`src/rtl/note_freq_interp.sv`:
```
// MIDI note + fine tune - pitch fall -> 11-bit Game Boy wave-channel frequency register value,
// via a per-note register ROM and linear interpolation between adjacent notes.
`timescale 1ns/1ps
module note_freq_interp #(
  parameter int unsigned FALL_SHIFT = 0,
  parameter int unsigned CLAMP_LO   = 0,
  parameter int unsigned CLAMP_HI   = 2047
) (
  input  logic        clk,
  input  logic        reset,
  input  logic        en,
  input  logic        start,
  input  logic [6:0]  note,
  input  logic [7:0]  fine,
  input  logic [12:0] fall_amount,
  output logic [10:0] freq,
  output logic        freq_valid,
  output logic        busy
);

  typedef enum logic [2:0] {IDLE, CALC, RD0, RD1, MUL, DONE} state_t;

  // lut[n] = clamp(round(2048 - 65536 / f(n)), 0, 2047), f(n) = 440 * 2^((n-69)/12)
  localparam logic [10:0] LUT [128] = '{
    0, 0, 0, 0, 0, 0, 0, 0, 0, 0, 0, 0,
    0, 0, 0, 0, 0, 0, 0, 0, 0, 0, 0, 0,
    44, 157, 263, 363, 457, 547, 631, 711, 786, 856, 923, 986,
    1046, 1102, 1155, 1205, 1253, 1297, 1339, 1379, 1417, 1452, 1486, 1517,
    1547, 1575, 1602, 1627, 1650, 1673, 1694, 1714, 1732, 1750, 1767, 1783,
    1798, 1812, 1825, 1837, 1849, 1860, 1871, 1881, 1890, 1899, 1907, 1915,
    1923, 1930, 1936, 1943, 1949, 1954, 1959, 1964, 1969, 1974, 1978, 1982,
    1985, 1989, 1992, 1995, 1998, 2001, 2004, 2006, 2009, 2011, 2013, 2015,
    2017, 2018, 2020, 2022, 2023, 2025, 2026, 2027, 2028, 2029, 2030, 2031,
    2032, 2033, 2034, 2035, 2036, 2036, 2037, 2038, 2038, 2039, 2039, 2040,
    2040, 2041, 2041, 2041, 2042, 2042, 2042, 2043
  };

  localparam logic signed [12:0] LO_S  = 13'(CLAMP_LO);
  localparam logic signed [12:0] HI_S  = 13'(CLAMP_HI);
  localparam logic signed [16:0] P_MAX = 17'sd32512;

  state_t        state, state_nx;
  logic [6:0]    note_r;
  logic [7:0]    fine_r;
  logic [12:0]   fall_r;
  logic          pending;
  logic [6:0]    idx_r;
  logic [7:0]    frac_r;
  logic [10:0]   x0_r, x1_r;
  logic [10:0]   rom_q;
  logic [6:0]    rom_addr;

  logic [12:0]        fall_sh;
  logic signed [16:0] p_raw;
  logic [14:0]        p_clamp;
  logic [10:0]        diff;
  logic [18:0]        prod;
  logic [10:0]        y;
  logic signed [12:0] y_s;
  logic [10:0]        y_clamped;

  always_comb begin
    fall_sh = fall_r >> FALL_SHIFT;
    p_raw   = $signed({2'b00, note_r, 8'h00}) + $signed({{9{fine_r[7]}}, fine_r})
            - $signed({4'b0000, fall_sh});
    if (p_raw[16])           p_clamp = '0;
    else if (p_raw > P_MAX)  p_clamp = 15'd32512;
    else                     p_clamp = p_raw[14:0];
  end

  // Address is the live index in CALC, then the saturated next index for the x1 fetch.
  always_comb begin
    if (state == CALC)        rom_addr = p_clamp[14:8];
    else if (idx_r == 7'd127) rom_addr = idx_r;
    else                      rom_addr = idx_r + 7'd1;
  end

  // Read is gated by en so a stalled RD0/RD1 keeps the word it is waiting to latch.
  always_ff @(posedge clk) begin
    if (en) rom_q <= LUT[rom_addr];
  end

  always_comb begin
    diff = x1_r - x0_r;
    prod = 19'(diff) * 19'(frac_r);
    y    = x0_r + 11'(prod >> 8);
    y_s  = $signed({2'b00, y});
    if (y_s < LO_S)      y_clamped = LO_S[10:0];
    else if (y_s > HI_S) y_clamped = HI_S[10:0];
    else                 y_clamped = y;
  end

  always_comb begin
    state_nx = state;
    if (en) begin
      unique case (state)
        IDLE:    if (start) state_nx = CALC;
        CALC:    state_nx = RD0;
        RD0:     state_nx = RD1;
        RD1:     state_nx = MUL;
        MUL:     state_nx = DONE;
        DONE:    state_nx = (start || pending) ? CALC : IDLE;
        default: state_nx = IDLE;
      endcase
    end
  end

  always_ff @(posedge clk or posedge reset) begin
    if (reset) begin
      state   <= IDLE;
      pending <= 1'b0;
      freq    <= '0;
      note_r  <= '0;
      fine_r  <= '0;
      fall_r  <= '0;
      idx_r   <= '0;
      frac_r  <= '0;
      x0_r    <= '0;
      x1_r    <= '0;
    end else if (en) begin
      state <= state_nx;
      unique case (state)
        IDLE: if (start) begin
          note_r <= note;
          fine_r <= fine;
          fall_r <= fall_amount;
        end
        CALC: begin
          idx_r  <= p_clamp[14:8];
          frac_r <= p_clamp[7:0];
          if (start) pending <= 1'b1;
        end
        RD0: begin
          x0_r <= rom_q;
          if (start) pending <= 1'b1;
        end
        RD1: begin
          x1_r <= rom_q;
          if (start) pending <= 1'b1;
        end
        MUL: begin
          freq <= y_clamped;
          if (start) pending <= 1'b1;
        end
        DONE: begin
          pending <= 1'b0;
          if (start || pending) begin
            note_r <= note;
            fine_r <= fine;
            fall_r <= fall_amount;
          end
        end
        default: ;
      endcase
    end
  end

  assign freq_valid = en && (state == DONE);
  assign busy       = (state != IDLE);

endmodule

```
`config.mk`:
```
export PLATFORM = sky130hd
export DESIGN_NAME = note_freq_interp
export DESIGN_NICKNAME = d
export VERILOG_FILES = /design/src/rtl/note_freq_interp.sv
export SDC_FILE = /design/constraint.sdc
export NUM_CORES = 1
export LEC_CHECK = 0
export ABC_AREA = 0
export BUFFER_PORTS_ARGS = -buffer_cell sky130_fd_sc_hd__buf_2
export CAP_MARGIN = 20
export CORE_ASPECT_RATIO = 0.7
export CORE_UTILIZATION = 35
export DETAILED_ROUTE_END_ITERATION = 16
export GPL_ROUTABILITY_DRIVEN = 0
export HOLD_SLACK_MARGIN = 0.06
export PLACE_DENSITY = 0.58
export RECOVER_POWER = 100
export REMOVE_ABC_BUFFERS = 1
export SLEW_MARGIN = 20
export SYNTH_ARGS = -nofsm -noshare
export SYNTH_HDL_FRONTEND = slang
export SYNTH_SLANG_ARGS = --single-unit
```
`constraint.sdc`:
```
create_clock -name clk -period 13.1 [get_ports clk]
set_input_delay 2.62 -clock clk [delete_from_list [all_inputs] [get_ports clk]]
set_output_delay 2.62 -clock clk [all_outputs]
set_load 0.01 [all_outputs]
```
==> results.toml, run 1 <==
[status]
status = "finished, violations left"
violations = "capacitance limit, slew limit"

[worst_setup_path]
crit_type = "register to register"
crit_path_start_kind = "register"
arrival_ns = 8.62
slowest_delay_ns = 0.86
endpoint_kind = "register"
crit_family = "compound AO/OA/AOI/OAI gates"
cp_max_fo = 8
worstPathRequired_ns = 13.38
cp_num_buf_inv = 4
crit_top_cell = "o21ai_0"
slowest_stage = "a21boi_0"

[clocking]
clockBufferDepth = 2
htree_levels = 3
clk_pin_slew_ns = 0.07
cts_setup_buffers = 0
clk_latency_ns = 0.37
holdBufCountCts = 0
cts_tree = "done"
root_buffer = "clkbuf_16"
cts.sinks = 91
cts_inserted_buffers = 9
ctsResizeCount = 0

[timing]
relSlewSlack_pct = -121
final_max_slew_viol_count = 99
rsz0062_at_grt = "no"
fin_setup_tns_ns = 0
min_period_ns = 8.34
worstMarginPinSlew_ns = 3.32
fmax_mhz = 120
setup_violations = 0
period_share_pct = 63.7
finalHoldViolCount = 0
fin_ws_ns = 4.76
fin_skew_ns = 0.0173
whs_ns = 0.482

[synthesis]
muxShareOfSynthArea_pct = 5.16
synthDistinctLibCells = 78
synth.avg_cell_area_sq_um = 8.84
ys_warn_count = 0
synth_top_area_share_pct = 21.3
ys_seq_area_share_pct = 24.8
mappedNetlistArea_sq_um = 9390
synth_compound_gate_area_share_pct = 17.9
synth_top_family_by_area = "adder cells"
synthCells = 1062
synth-main-ff-cell = "dfrtp_1"
synth-xor-area-share_pct = 2.89
async_flop_share_pct = 87.9
ys_top_cells_by_area = "dfrtp_1, fa_1, ha_1"
synthSimpleGateAreaFrac_pct = 16.6
synth_edf_count = 11
synth_top_area_cell = "dfrtp_1"
ys_ff_latch = 91
synth_fa_ha_area_share_pct = 25.1

[die]
die_h_um = 139
die_x_um = 198
initial_core_util_pct = 36.1
design.die.area_sq_um = 27500
rows = 49
coreArea_sq_um = 26000
num_io_pins = 45

[detailed_routing]
first_pass_iters = 5
wl_per_cell_um = 15.7
antenna_left = 0
finalWirelength_mm = 22.5
drtIter0Drc = 614
via_per_inst = 5.28
drc = 0
dr_total_vias = 7596

[hold_path]
hp-class = "register to register"

[grt]
overflow = 0
antenna_found_initial = 0
grtUsageTotal_pct = 17.5
grt_pass1_vias = 7507
grt_max_degree = 60
grt_pass1_wl_mm = 38.9

[job]
maxCapViolations = 2

[layout]
layout-drive-gt1-share_pct = 8.59
diodes = 0
fin_nets = 1261
areaGrowthSynthToFinish_pct = 8.73

[placement]
pre_cts_ws_ns = 5.14
port_buffers = 44
dpl.hpwl_mm = 17.5
final timing paths:
check / slack [ns] / endpoint / start / depth (start not counted)
setup / recovery: 4.76 / freq[10] / x0_r[1] / 32
hold / removal: 0.48 / freq[1] / freq[1] / 2
setup reg to reg: 4.76 / freq[10] / x0_r[1] / 32
hold reg to reg: 0.48 / freq[1] / freq[1] / 2
max in group asynchronous: 7.07 / freq[5] / reset / 3
min in group asynchronous: 2.42 / fine_r[5] / reset / 2
synthesized netlist by cell type (12+ instances only):
cell      instances
nand2_1         112
mux2_2           25
a211oi_1         12
clkbuf_1         38
a22o_1           12
a21oi_1          36
ha_1             89
nor2_1           67
and2_1           39
o211ai_1         12
fa_1             62
o21ai_0          83
mux2i_1          18
inv_1           127
nor2b_1          13
dfrtp_1          80
nor3b_1          15
xnor2_1          25
registers in the layout (all words and copies together) (netlist names):
name,flops
state,3
pending,1
note_r,7
x0_r,11
freq,11
rom_q,11
frac_r,8
x1_r,11
fall_r,13
fine_r,8
idx_r,7
layout by cell type (no fill, tap or decap), types with 24 or more instances in the layout:
master	Yosys	final
fa_1	62	62
mux2_2	25	24
xnor2_1	25	25
inv_1	127	127
o21ai_0	83	83
dfrtp_1	80	80
and2_1	39	39
nand2_1	112	112
a21oi_1	36	36
ha_1	89	89
buf_2	7	30
nor2_1	67	67
per-stage QoR:
step / area (sq um) / utilization (%) / instances
final: 10200 / 39.3 / 1440
after global routing: 10200 / 39.3 / 1440
after CTS: 10300 / 39.4 / 1439
after detailed placement: 9950 / 38.3 / 1423
after global placement: 9950 / 38.3 / 1423
after floorplan: 9160 / - / 1011
worst register-to-register path, delay by kind of cell (launching register included):
kind            cells  cell delay (ns)
flops               1             0.47
xor+xnor            1             0.20
fa+ha+maj           7             2.85
buf+inv             4             0.27
simple gates        6             1.25
compound gates     14             3.24
layout make-up:
class                      count  area [sq um]
timing repair buffer          56           282
tap                          357           447
inverter                     128           482
clock inverter                 7          76.3
fill                        2661         15800
clock buffer                   9           225
sequential                    91          2330
multi-input combinational    792          6360
cells by family after synthesis:
kind of cell             count (synthesis)
multiplexers                            44
AND/OR/NAND/NOR                        315
adder cells (fa/ha/maj)                151
flip-flops                              91
AO/OA/AOI/OAI                          251
buffers and inverters                  179
XOR/XNOR                                31
metal layers:
layer	global-route usage (%)	vias to the layer above	wire length [um]
li1	-	3696	-
met1	27.7	3685	12200
met2	24.8	196	9050
met3	2.53	19	1040
met4	3.43	0	226
met5	0	-	0
Power of run 1 is left out: the tool's default activity adds up to more than one toggle a clock period on the data nets, which glitch-free logic cannot reach.
==> inputs of run 2 (changes only) <==
==> constraint.sdc (replaced) <==
create_clock -name clk -period 8 [get_ports clk]
set_input_delay 1.6 -clock clk [delete_from_list [all_inputs] [get_ports clk]]
set_output_delay 1.6 -clock clk [all_outputs]
set_load 0.01 [all_outputs]
==> run 2 against run 1 <==
The run still ends with capacitance limit, slew limit left. Global-route usage fell by 0.13 points. Register-to-register slack got worse by 4.2 ns. Fmax rose by 11%. Via count fell by 0.90%. First-iteration DRC count fell by 15%. Core utilization rose by 0.40 points. Wire length rose by 2.5%. Hold slack improved by 0.0017 ns. Sequential share of layout area fell by 0.22 points. Largest cell class unchanged.
==> results.toml, run 2 (synthesis results as in run 1) <==
[hold_path]
hold_start = "freq[6]"
holdPathStages = 2
hp-class = "register to register"
holdPathEnd = "freq[6]"

[worst_setup_path]
crit_path_start_kind = "register"
r2r-start = "x0_r[0]"
timing.rr.end = "freq[10]"
endpoint_kind = "register"
crit_path_start = "x0_r[0]"
worstPathRequired_ns = 8.27
slowest_stage = "fa_1"
crit_type = "register to register"
slowest_delay_ns = 0.55
arrival_ns = 7.76
crit_top_cell = "fa_1"
r2r_slack_ns = 0.51
cp_max_fo = 8
reg2regPathDepth = 29

[layout]
regArea_sq_um = 2330
fin_nets = 1267
top_register = "fall_r"
multi_input_area_sq_um = 6430
num-fill-cells = 2644
layout_common_cells = "inv_1, nand2_1, ha_1"
layout-drive-gt1-share_pct = 10.2
final_common_cell = "inv_1"
diodes = 0
largest_reg_flops = 13
areaGrowthSynthToFinish_pct = 9.83

[clocking]
clk_pin_slew_ns = 0.07
clockBufferDepth = 2
cts_inserted_buffers = 9
root_buffer = "clkbuf_16"
cts_tree = "done"
cts.sinks = 91
clk_latency_ns = 0.35
htree_levels = 3

[detailed_routing]
first_pass_iters = 7
drc = 0
wl_per_cell_um = 16.0
antenna_left = 0
finalWirelength_mm = 23.1
via_per_inst = 5.21
drtIter0Drc = 519
dr_total_vias = 7528

[die]
die_x_um = 198
die_h_um = 139
initial_core_util_pct = 36.1
design.die.area_sq_um = 27500
coreArea_sq_um = 26000
num_io_pins = 45
rows = 49

[job]
maxCapViolations = 1

[timing]
relSlewSlack_pct = -117
fin_setup_tns_ns = 0
finalHoldViolCount = 0
worstMarginPinSlew_ns = 3.26
period_share_pct = 93.6
fin_skew_ns = 0.00920
setup_violations = 0
fmax_mhz = 134
rsz0062_at_grt = "no"
final_max_slew_viol_count = 60
min_period_ns = 7.49

[placement]
dpl.hpwl_mm = 17.8
port_buffers = 44

[grt]
overflow = 0
antenna_found_initial = 0
grtUsageTotal_pct = 17.4
grt_pass1_vias = 7343
grt_max_degree = 60
grt_pass1_wl_mm = 38.3

[status]
status = "finished, violations left"
violations = "capacitance limit, slew limit"
run 2: area by class of cell:
class                           instances  area share (%)
Inverter                              128            4.67
Multi-Input combinational cell        792            62.4
Timing Repair Buffer                   62            3.09
Clock buffer                           11            2.46
Sequential cell                        91            22.6
Tap cell                              357            4.33
Clock inverter                          5           0.413
run 2: per-layer routing:
metal	global-route usage, %	wire length (um)	up-vias
li1	-	-	3695
met1	27.3	12300	3634
met2	24.6	9360	178
met3	2.58	1130	21
met4	3.88	291	0
met5	0	0	-
run 2: worst max path at each step:
stage | slack (ns) | cells after the start | end
after floorplan | 0.70 | 32 | freq[10]
after global placement | 0.38 | 29 | freq[10]
after detailed placement | 0.12 | 32 | freq[10]
after CTS | 0.07 | 32 | freq[10]
after global routing | 0.02 | 31 | freq[10]
final | 0.51 | 29 | freq[10]
run 2: timing repair:
item	in CTS	in global routing
gates resized for setup	0	23
endpoints found under the setup margin	0	4
buffers inserted	0	1
hold buffers	0	0
run 2: metrics by stage:
stage                     area (sq um)  instances  util (%)  hold WS (ns)  worst slack [ns]
after floorplan                   9160       1011         -         0.447             0.701
after global placement            9990       1428      38.4         0.466             0.377
after detailed placement          9990       1428      38.4         0.471             0.123
after CTS                        10300       1444      39.6         0.487            0.0664
after global routing             10300       1446      39.7         0.509            0.0213
final                            10300       1446      39.7         0.484             0.515
run 2: worst max-delay path: cells and delay by family (launching register included):
| kind | cells | cell delay [ns] |
|---|---|---|
| and+or+nand+nor | 8 | 1.56 |
| AOI/OAI and AO/OA | 11 | 2.02 |
| buffers and inverters | 2 | 0.10 |
| DFF | 1 | 0.41 |
| adders and majority gates | 8 | 3.30 |
Power of run 2 is left out for the same reason.
==> inputs of run 3 (changes only) <==
--- a/config.mk
+++ b/config.mk
@@ -13,6 +13,7 @@
 export DETAILED_ROUTE_END_ITERATION = 16
 export GPL_ROUTABILITY_DRIVEN = 0
 export HOLD_SLACK_MARGIN = 0.06
+export MAX_ROUTING_LAYER = met4
 export PLACE_DENSITY = 0.58
 export RECOVER_POWER = 100
 export REMOVE_ABC_BUFFERS = 1
==> run 3 against run 2 <==
The flow still finishes with violations (capacitance limit, slew limit). Wire length fell by 0.28%. Flip-flop and latch count did not move. Critical path depth did not move. Cell count did not move. Non-clock buffer count did not move.
==> results.toml, run 3 (synthesis results as in run 1) <==
[status]
status = "finished, violations left"
violations = "capacitance limit, slew limit"

[worst_setup_path]
slowest_stage = "fa_1"
crit_path_start_kind = "register"
worstPathRequired_ns = 8.27
arrival_ns = 7.74
endpoint_kind = "register"
crit_top_cell = "fa_1"
slowest_delay_ns = 0.55
crit_type = "register to register"
cp_max_fo = 8
r2r_slack_ns = 0.52

[layout]
fin_nets = 1267
layout-drive-gt1-share_pct = 10.2
diodes = 0
largest_reg_flops = 13
num-fill-cells = 2644
areaGrowthSynthToFinish_pct = 9.83
final_common_cell = "inv_1"
top_register = "fall_r"
layout_common_cells = "inv_1, nand2_1, ha_1"

[placement]
dpl.hpwl_mm = 17.8
port_buffers = 44

[detailed_routing]
via_per_inst = 5.24
wl_per_cell_um = 15.9
first_pass_iters = 5
drtIter0Drc = 568
drc = 0
antenna_left = 0
finalWirelength_mm = 23.0
dr_total_vias = 7584

[clocking]
root_buffer = "clkbuf_16"
cts_inserted_buffers = 9
clk_latency_ns = 0.36
htree_levels = 3
clk_pin_slew_ns = 0.07
clockBufferDepth = 2
cts.sinks = 91
cts_tree = "done"

[timing]
period_share_pct = 93.4
worstMarginPinSlew_ns = 3.26
final_max_slew_viol_count = 60
min_period_ns = 7.48
rsz0062_at_grt = "no"
setup_violations = 0
finalHoldViolCount = 0
fin_skew_ns = 0.0148
fin_setup_tns_ns = 0
fmax_mhz = 134
relSlewSlack_pct = -117

[die]
design.die.area_sq_um = 27500
rows = 49
initial_core_util_pct = 36.1
die_h_um = 139
num_io_pins = 45
coreArea_sq_um = 26000
die_x_um = 198

[grt]
antenna_found_initial = 0
grtUsageTotal_pct = 17.9
grt_max_degree = 60
grt_pass1_wl_mm = 38.4
overflow = 0
grt_pass1_vias = 7327

[hold_path]
hp-class = "register to register"

[job]
maxCapViolations = 1
==> run 3: cell counts in the layout (fill, tap and decap cells not counted) <==
No cell type changed its count.
==> run 3: stage by stage <==
| stage | instances | area, sq um | util, % | setup WS, ns | hold WS, ns |
|---|---|---|---|---|---|
| floorplan | 1011 | 9160 | - | 0.701 | 0.447 |
| global placement | 1428 | 9990 | 38.4 | 0.377 | 0.466 |
| detailed placement | 1428 | 9990 | 38.4 | 0.123 | 0.471 |
| CTS | 1444 | 10300 | 39.6 | 0.0664 | 0.487 |
| global route | 1446 | 10300 | 39.7 | 0.0213 | 0.509 |
| finish | 1446 | 10300 | 39.7 | 0.525 | 0.484 |
==> run 3: path summary, 6_finish.rpt <==
kind                             end    start  cells past startpoint
max in group asynchronous    x0_r[1]    reset                      3
min in group asynchronous  fine_r[5]    reset                      2
min                          freq[6]  freq[6]                      2
max                         freq[10]  x0_r[0]                     29
max reg2reg                 freq[10]  x0_r[0]                     29
min reg2reg                  freq[6]  freq[6]                      2
==> run 3: layout make-up <==
cell class	instances	area, sq um	share of cell area (%)
Timing Repair Buffer	62	319	3.09
Inverter	128	482	4.67
Tap cell	357	447	4.33
Clock buffer	11	254	2.46
Multi-Input combinational cell	792	6430	62.4
Sequential cell	91	2330	22.6
Clock inverter	5	42.5	0.413
==> run 3: layer usage <==
layer	GRT usage [%]	wire (um)	up-vias
met5	-	0	-
met4	3.88	267	0
met3	2.58	1040	21
met2	24.5	9430	189
met1	27.4	12300	3678
li1	-	-	3696
==> run 3: timing repair <==
item / CTS / global route
setup buffers: 0 / 1
endpoints found under the setup margin: 0 / 4
hold buffers: 0 / 0
gates resized for setup: 0 / 23
==> run 3: critical path, delay by kind of cell, from the launching register on <==
family          cells  cell delay [ns]
compound gates     11             2.00
fa+ha+maj           8             3.30
buf+inv             2             0.10
flops               1             0.41
simple gates        8             1.56
Power of run 3 is left out for the same reason.
